### src/rtl/rx_frame_capture.sv
// Captures a two-word frame DATA_OFFSET cycles after a vld rising edge.
// Optional frame counter enabled by defining RX_FRAME_CAPTURE_CNT_EN.
module rx_frame_capture #(
  parameter int unsigned DATA_OFFSET = 4
) (
  input  logic        clk,
  input  logic        rst,
  input  logic        vld,
  input  logic [31:0] data,
  output logic        frame_vld,
  output logic [63:0] frame_data,
  output logic        ovr_err,
  output logic [15:0] frame_cnt
);

  localparam int unsigned GAP_W   = 4;
  localparam int unsigned WORD_W  = 32;
  localparam int unsigned FRAME_W = 64;
  localparam int unsigned CNT_W   = 16;
  localparam logic [GAP_W-1:0] GAP_LOAD = GAP_W'(DATA_OFFSET - 1);

  typedef enum logic [1:0] {
    ST_IDLE,
    ST_WAIT,
    ST_CAP0,
    ST_CAP1
  } state_e;

  state_e               state_q, state_d;
  logic [GAP_W-1:0]     gap_q, gap_d;
  logic                 vld_q, vld_d;
  logic [WORD_W-1:0]    word0_q, word0_d;
  logic [FRAME_W-1:0]   frame_data_q, frame_data_d;
  logic                 frame_vld_q, frame_vld_d;
  logic                 ovr_err_q, ovr_err_d;
  logic                 start_evt;
  logic                 complete;

  assign start_evt = vld & ~vld_q;

  // Next-state: the CAP1 completion is resolved before a coincident start
  // so a start on the completion edge chains into a new capture cleanly.
  always_comb begin
    state_d      = state_q;
    gap_d        = gap_q;
    vld_d        = vld;
    word0_d      = word0_q;
    frame_data_d = frame_data_q;
    frame_vld_d  = 1'b0;
    ovr_err_d    = 1'b0;
    complete     = 1'b0;

    case (state_q)
      ST_IDLE: ;
      ST_WAIT: begin
        gap_d = gap_q - GAP_W'(1);
        if (gap_d == '0) begin
          state_d = ST_CAP0;
        end
      end
      ST_CAP0: begin
        word0_d = data;
        state_d = ST_CAP1;
      end
      ST_CAP1: begin
        frame_data_d = {word0_q, data};
        frame_vld_d  = 1'b1;
        complete     = 1'b1;
        state_d      = ST_IDLE;
      end
      default: state_d = ST_IDLE;
    endcase

    if (start_evt) begin
      if ((state_q == ST_WAIT) || (state_q == ST_CAP0)) begin
        ovr_err_d = 1'b1;
      end
      if (DATA_OFFSET == 1) begin
        state_d = ST_CAP0;
        gap_d   = '0;
      end else begin
        state_d = ST_WAIT;
        gap_d   = GAP_LOAD;
      end
    end
  end

  always_ff @(posedge clk) begin
    if (rst) begin
      state_q      <= ST_IDLE;
      gap_q        <= '0;
      vld_q        <= 1'b1;
      word0_q      <= '0;
      frame_data_q <= '0;
      frame_vld_q  <= 1'b0;
      ovr_err_q    <= 1'b0;
    end else begin
      state_q      <= state_d;
      gap_q        <= gap_d;
      vld_q        <= vld_d;
      word0_q      <= word0_d;
      frame_data_q <= frame_data_d;
      frame_vld_q  <= frame_vld_d;
      ovr_err_q    <= ovr_err_d;
    end
  end

  assign frame_vld  = frame_vld_q;
  assign frame_data = frame_data_q;
  assign ovr_err    = ovr_err_q;

`ifdef RX_FRAME_CAPTURE_CNT_EN
  logic [CNT_W-1:0] cnt_q, cnt_d;

  // Counts only completed frames; wraps naturally at 16 bits.
  always_comb begin
    cnt_d = cnt_q;
    if (complete) begin
      cnt_d = cnt_q + CNT_W'(1);
    end
  end

  always_ff @(posedge clk) begin
    if (rst) begin
      cnt_q <= '0;
    end else begin
      cnt_q <= cnt_d;
    end
  end

  assign frame_cnt = cnt_q;
`else
  logic unused_complete;
  assign unused_complete = complete;
  assign frame_cnt       = CNT_W'(0);
`endif

endmodule

### config.mk
export PLATFORM = sky130hd
export DESIGN_NAME = rx_frame_capture
export DESIGN_NICKNAME = d
export VERILOG_FILES = /design/src/rtl/rx_frame_capture.sv
export SDC_FILE = /design/constraint.sdc
export NUM_CORES = 1
export LEC_CHECK = 0
export CAP_MARGIN = 20
export CELL_PAD_IN_SITES_DETAIL_PLACEMENT = 0
export CELL_PAD_IN_SITES_GLOBAL_PLACEMENT = 1
export CORE_UTILIZATION = 32
export CTS_CLUSTER_DIAMETER = 100
export DETAILED_ROUTE_END_ITERATION = 8
export GPL_ROUTABILITY_DRIVEN = 1
export PLACE_DENSITY_LB_ADDON = 0.12
export SLEW_MARGIN = 20
export SYNTH_ARGS = -nofsm -noshare
export SYNTH_HDL_FRONTEND = slang
export SYNTH_SLANG_ARGS = --single-unit
### constraint.sdc
create_clock -name clk -period 1.67 [get_ports clk]
set_clock_uncertainty 0.1 [all_clocks]
set_input_delay 0.167 -clock clk [delete_from_list [all_inputs] [get_ports clk]]
set_output_delay 0.167 -clock clk [all_outputs]
set_load 0.1 [all_outputs]
### Word level (Yosys, flattened, before mapping)

Cells that the tools add are included.

* logic and storage cells: 34
* bits of input ports: 35
* bits in registers: 105
* output and inout bits: 82

* mux-type cells: 7
* bitwise gates (word level): 3
* add/subtract/negate cells: 1
* reduce and logical (&&, ||, !) cells: 9
* equal/unequal tests: 5

Operator list (number)
* $mux W2: 3
* $pmux W2 S3: 1
* $eq A2 B2 Y1 const B: 2
* $logic_not A4 Y1: 1
* $reduce_and A2 Y1: 2
* $reduce_bool A4 Y1: 1
* $reduce_or A2 Y1: 2
* $sub A4 B1 Y4 const B: 1
* $mux W1: 3
* $ne A3 B3 Y1 const B: 1
* $reduce_bool A3 Y1: 1
* $eq A2 B1 Y1 const B: 1
* $ne A2 B2 Y1 const B: 1
* $not A1 Y1: 2
* $reduce_bool A2 Y1: 1
* $and A1 B1 Y1: 1
* $logic_or A1 B1 Y1: 1

### Logic depth before layout (Yosys ltp)

Gate-level depths: netlist of run 1.

* word-level depth: 5
* gate-level depth with buffers: 6
* mapped depth without buffers: 6

### Least setup slack after synthesis of run 1

No wires, ideal clock.

* kind: reg-to-reg
* from: register state_q[1]
* to: register state_q[1]
* setup slack: -0.052 ns
* data arrival time: 1.543 ns
* cell stages (with the launch flop): 7
* buffers on the path: 0
* setup time: 0.079 ns
* required time: 1.491 ns
* clock period less this slack: 1.722 ns
* cells stage by stage: dfxtp_1 inv_1 ha_1 or4b_4 o21ai_2 nor3_1 a211oi_2

* word-level cells in the longest chain between the ends: 3
* elaborated cells between the ends (all ways): 7
* classes of those cells: eq/ne: 4; mux: 1; reduce/logical: 2

Ends and longest elaborated chain
* from (decl): RTL line 29 `state_e state_q, state_d;`
* from (signal assigned): RTL line 98 `state_q <= state_d;`
* $eq A2 B1 Y1 / $eq A2 B2 Y1 (equally long branches): RTL line 53 `case (state_q)`
* $ne A2 B2 Y1 (no line) / $reduce_bool A3 Y1 (equally long branches)
* $reduce_and A2 Y1 (no line)

Parallel ways exist; a longest one is shown, timed or not.
A chain may end at the register's enable or synchronous reset.

### Worst setup path in the final report of run 1

Same ends and word-level chain as after synthesis.

==> impl_metrics.ini, run 1 <==
[sta]
period_needed_ns = 1.62
rsz0062_at_grt = yes
setup_violations = 0
finalHoldViolCount = 0
hold-worst-slack_ns = 0.138
finalCritPeriodShare = 0.971
fin_ws_ns = 0.0485
fmax_ghz = 0.617
slew_violations = 0

[layout]
final_layout_size_suffix_gt1_frac = 0.234
syn2layout_area_growth_pct = 56.7
fill_cells = 1097
utilization = 0.516
design_area_mm2 = 0.00619
diodes = 0
nets = 521

[detailed_routing]
drtAntennaViolNets = 0
drtPass1Iterations = 4
wl_per_cell_um = 13.1
drtIter0Drc = 112
routed-via-count = 2806
drcViolationCount = 0
wl_um = 8230
via_per_inst = 4.45

[clocking]
cts_root_buf = clkbuf_16
clk_pin_slew_worst_paths_ns = 0.06
cts_tree = yes
cts_max_level = 3
cts_inserted_buffers = 9
ctsHoldBuffers = 0
insertion_delay_ns = 0.34
clk_path_buf_depth = 2
numClockSinks = 105

[yosys]
synth_top_cell_area_share = 0.532
synth.cell_area_mm2 = 0.00395
synth-seq-area-share = 0.532
yosys.area.top_type = dfxtp_1
yosysWarnings = 0
ys_top_cells_by_count = 105 x dfxtp_1, 99 x nor2_1, 97 x mux2i_1, 16 x buf_4, 13 x clkbuf_1
synth.most_common_cell = dfxtp_1
async_flop_share = 0
synthFlopType = dfxtp_1
ys_top_cells_by_area = dfxtp_1 53%, mux2i_1 25%, nor2_1 9.4%, buf_4 3.0%, ha_1 2.2%
synth-edff-count = 0
synth_cell_types = 25
netlist_instances = 378
avgSynthCellArea_um2 = 10.5
synth-seq-cells = 105

[grt]
grt_pass1_wl_um = 13800
grt_pass1_vias = 2802
grt_usage = 0.139
grt_max_degree = 46
antenna_found_initial = 0
overflow = 0

[setup_path]
r2r-start = state_q[1]$_SDFFE_PP0P_
worstPathArrival_ns = 1.78
path_class = reg -> reg
cp_max_fo = 3
r2r_end = state_q[1]$_SDFFE_PP0P_
crit_path_start_kind = flip-flop
reg2reg_slack_ns = 0.05
end_kind = flip-flop
worst_ep_required_time_ns = 1.82
r2r_cells = 6

[run_status]
outcome = complete, no violations

[die]
rows = 40
die_h_um = 113
die_x_um = 113
dieArea_mm2 = 0.0128
core_area_mm2 = 0.0120
io_pins = 117
start_util = 0.329

[pwr]
power_density_mw_per_mm2 = 1190
p_switching_mw = 2.36
ir_drop_mv = 0.517
swShare = 0.320
comb_power_share = 0.312
intPower_mw = 5.00
pwr-share-clk = 0.283
p_leak_nw = 2.27
seq_power_share = 0.404

[placed_design]
preCtsSetupSlack_ns = 0.00542
port_buffers = 100
gp_congestion = 0.726
dp_hpwl_um = 5770
dpl_cell_area_mm2 = 0.00586

[hold_path]
worstHoldPathType = in -> reg
whs_path_depth = 2
worstHoldEndpoint = word0_q[6]$_SDFFE_PP0N_
hp-start = rst

[job]
cap_violations = 0
-- placed cells by master, fill, tap and decap left out, types with 4 or more instances in the layout --
cell,netlist,layout
buf_12,0,74
buf_4,16,7
clkbuf_16,0,9
clkdlybuf4s50_1,0,33
conb_1,1,16
dfxtp_1,105,101
dfxtp_2,0,4
ha_1,7,4
inv_1,5,4
mux2i_1,97,97
nor2_1,99,99
-- flip-flops by register name, indices dropped and copies added, names as in the netlist --
register    cells
frame_data     64
vld_q           1
state_q         2
frame_vld       1
ovr_err         1
gap_q           4
word0_q        32
-- cell type report --
cell class                 instances  area, um2  area share
sequential                       105       2110       0.340
timing repair buffer             114       1860       0.301
multi-input combinational        244       1720       0.278
clock buffer                      10        239      0.0386
tap                              147        184      0.0297
clock inverter                     5       56.3     0.00909
inverter                           5       18.8     0.00303
-- worst max-delay path: stages, from the launching register on --
cell      delay (ns)
dfxtp_2         0.33
inv_2           0.07
ha_4            0.12
or4b_4          0.48
o21ai_4         0.19
nor3_2          0.07
a211oi_2        0.18
-- logic make-up after synthesis --
group | count (synthesis) | synth area share
fa+ha+maj | 7 | 0.0222
simple gates | 110 | 0.111
buf+inv | 44 | 0.0601
flops | 105 | 0.532
compound gates | 10 | 0.0193
xor+xnor | 4 | 0.00887
other cells | 1 | 0.000949
mux | 97 | 0.246
-- worst max path at each step --
stage | start | to | slack [ns] | depth (start not counted)
2_1_floorplan | state_q[1]$_SDFFE_PP0P_ | state_q[1]$_SDFFE_PP0P_ | 0.01 | 6
3_3_place_gp | state_q[1]$_SDFFE_PP0P_ | state_q[1]$_SDFFE_PP0P_ | 0.07 | 6
3_5_place_dp | state_q[1]$_SDFFE_PP0P_ | state_q[1]$_SDFFE_PP0P_ | 0.005 | 6
4_1_cts | state_q[1]$_SDFFE_PP0P_ | state_q[1]$_SDFFE_PP0P_ | 0.002 | 6
5_1_grt | state_q[1]$_SDFFE_PP0P_ | state_q[1]$_SDFFE_PP0P_ | -0.004 | 6
6_report | state_q[1]$_SDFFE_PP0P_ | state_q[1]$_SDFFE_PP0P_ | 0.05 | 6
-- what timing repair did --
| action | 4_1_cts | 5_1_grt |
|---|---|---|
| pin swaps | 0 | 2 |
| setup buffers | 0 | 1 |
| gates cloned | 0 | 0 |
| gates resized for setup | 3 | 6 |
| endpoints found under the setup margin | 1 | 2 |
-- routing by layer --
| layer | share of wire | track usage |
|---|---|---|
| met1 | 0.45 | 0.171 |
| met2 | 0.47 | 0.215 |
| met3 | 0.066 | 0.0557 |
| met4 | 0.018 | 0.0623 |
| met5 | 0 | 0 |
-- metrics by stage --
| step | std cells | TNS (ns) | power, mW |
|---|---|---|---|
| 5_1_grt | 630 | -0.00394 | 7.79 |
| 2_1_floorplan | 393 | 0 | 4.56 |
| 3_3_place_gp | 614 | 0 | 5.24 |
| 3_5_place_dp | 614 | 0 | 5.29 |
| 6_report | 630 | 0 | 7.36 |
| 4_1_cts | 629 | 0 | 7.43 |
-- power by group through the flow --
stage | logic, mW | clock network (mW) | registers [mW]
finish | 2.30 | 2.09 | 2.97
global route | 2.48 | 2.29 | 3.01
CTS | 2.29 | 2.18 | 2.97
detailed placement | 2.27 | 0 | 3.01
global placement | 2.24 | 0 | 3.00
floorplan | 1.25 | 0 | 3.31
Power figures use the tool's default switching activity.
==> inputs of run 2 (changes only) <==
--- a/config.mk
+++ b/config.mk
@@ -12,7 +12,8 @@
 export CTS_CLUSTER_DIAMETER = 100
 export DETAILED_ROUTE_END_ITERATION = 8
 export GPL_ROUTABILITY_DRIVEN = 1
-export PLACE_DENSITY_LB_ADDON = 0.12
+export PLACE_DENSITY = 0.77
+export SKIP_CTS_REPAIR_TIMING = 1
 export SLEW_MARGIN = 20
 export SYNTH_ARGS = -nofsm -noshare
 export SYNTH_HDL_FRONTEND = slang
==> run 2 against run 1 <==
Maximum frequency down 1.0%. Flip-flop and latch count unchanged. Core utilization down 0.21 points. First-iteration DRC count down 9.8%. Highest routed layer unchanged. Register-to-register slack worse by 0.02 ns. Critical path depth up 1. Critical path type unchanged.
==> impl_metrics.ini, run 2 (synthesis results as in run 1) <==
[placed_design]
dpl_cell_area_mm2 = 0.00580
port_buffers = 100
gp_congestion = 0.781
dp_hpwl_um = 5700

[hold_path]
worstHoldPathType = in -> reg

[detailed_routing]
drcViolationCount = 0
drtPass1Iterations = 4
drtAntennaViolNets = 0
wl_per_cell_um = 12.9
drtIter0Drc = 101
routed-via-count = 2792
wl_um = 8150
via_per_inst = 4.43

[setup_path]
crit_path_start_kind = flip-flop
slowest_stage = o31a_2
worstPathArrival_ns = 1.80
worst_ep_required_time_ns = 1.84
cp_max_fo = 6
crit_buf_inv = 2
path_class = reg -> reg
critPathMaxStageDelay_ns = 0.35
crit_chain = inv_2 > ha_4 > buf_4 > o311ai_1 > o21ai_4 > o31a_2 > a211oi_2
end_kind = flip-flop
crit_family = compound AO/OA/AOI/OAI gates

[pwr]
ir_drop_mv = 0.722
p_leak_nw = 2.27
power_density_mw_per_mm2 = 1210

[clocking]
cts_inserted_buffers = 9
cts_max_level = 3
numClockSinks = 105
clk_pin_slew_worst_paths_ns = 0.07
cts_root_buf = clkbuf_16
cts_tree = yes
clk_path_buf_depth = 2
insertion_delay_ns = 0.34

[job]
cap_violations = 0

[layout]
diodes = 0
final_layout_size_suffix_gt1_frac = 0.230
final_common_cell = dfxtp_1
design_area_mm2 = 0.00617
nets = 520
syn2layout_area_growth_pct = 56.1
layout_common_cells = 101 x dfxtp_1, 99 x nor2_1, 97 x mux2i_1
largest_register_ffs = 64

[grt]
grt_usage = 0.132
grt_pass1_wl_um = 13300
antenna_found_initial = 0
overflow = 0
grt_max_degree = 57
grt_pass1_vias = 2671

[sta]
finalCritPeriodShare = 0.981
fmax_ghz = 0.610
period_needed_ns = 1.64
setup_violations = 0
slew_violations = 0
finalHoldViolCount = 0
fin_setup_tns_ns = 0

[die]
die_x_um = 113
rows = 40
io_pins = 117
start_util = 0.329
dieArea_mm2 = 0.0128
core_area_mm2 = 0.0120
die_h_um = 113

[run_status]
outcome = complete, no violations
==> run 2: report_power, final <==
| group | switching, mW | leakage [nW] | internal [mW] | total (mW) |
|---|---|---|---|---|
| Combinational | 1.26 | 1.26 | 0.991 | 2.25 |
| Clock | 0.924 | 0.155 | 1.31 | 2.24 |
| Sequential | 0.189 | 0.851 | 2.78 | 2.97 |
| Total | 2.37 | 2.27 | 5.09 | 7.46 |
==> run 2: per-stage QoR <==
step | cells | total power, mW | setup slack [ns] | utilization | hold WS [ns]
final | 630 | 7.46 | 0.0314 | 0.514 | 0.359
after global routing | 630 | 7.82 | -0.0445 | 0.514 | 0.368
after CTS | 627 | 7.48 | -0.0242 | 0.509 | -0.0373
after detailed placement | 611 | 5.21 | -0.00457 | 0.483 | 0.332
after global placement | 611 | 5.15 | 0.0511 | 0.483 | 0.331
after floorplan | 393 | 4.56 | 0.0137 | - | 0.171
==> run 2: metal layers <==
layer	track usage	wire length [um]
met1	0.156	3590
met2	0.211	3900
met3	0.0611	566
met4	0.0421	94
met5	0	0
==> run 2: worst paths after layout <==
| check | slack, ns | end | startpoint | cells after the start |
|---|---|---|---|---|
| hold / removal | 0.36 | vld_q$_SDFF_PP1_ | vld | 2 |
| hold reg to reg | 0.39 | frame_data[43]$_SDFFE_PP0P_ | word0_q[11]$_SDFFE_PP0N_ | 2 |
| setup / recovery | 0.03 | state_q[1]$_SDFFE_PP0P_ | state_q[1]$_SDFFE_PP0P_ | 7 |
| setup reg to reg | 0.03 | state_q[1]$_SDFFE_PP0P_ | state_q[1]$_SDFFE_PP0P_ | 7 |
==> run 2: worst reg2reg max path, cell delays in order, from the launching register on <==
cell and delay (ns):
dfxtp_2 0.34, inv_2 0.05, ha_4 0.15, buf_4 0.15
o311ai_1 0.12, o21ai_4 0.13, o31a_2 0.35, a211oi_2 0.18
==> run 2: final cells by class <==
class	instances	area (um2)
Tap cell	147	184
Clock buffer	9	225
Timing Repair Buffer	113	1820
Inverter	5	18.8
Sequential cell	105	2110
Multi-Input combinational cell	244	1720
Fill cell	1047	5840
Clock inverter	7	95.1
==> inputs of run 3 (changes only) <==
--- a/config.mk
+++ b/config.mk
@@ -18,3 +18,4 @@
 export SYNTH_ARGS = -nofsm -noshare
 export SYNTH_HDL_FRONTEND = slang
 export SYNTH_SLANG_ARGS = --single-unit
+export TNS_END_PERCENT = 5
==> results of run 3 <==
Same layout as run 2: the final DEF is identical, and so are final timing and power.
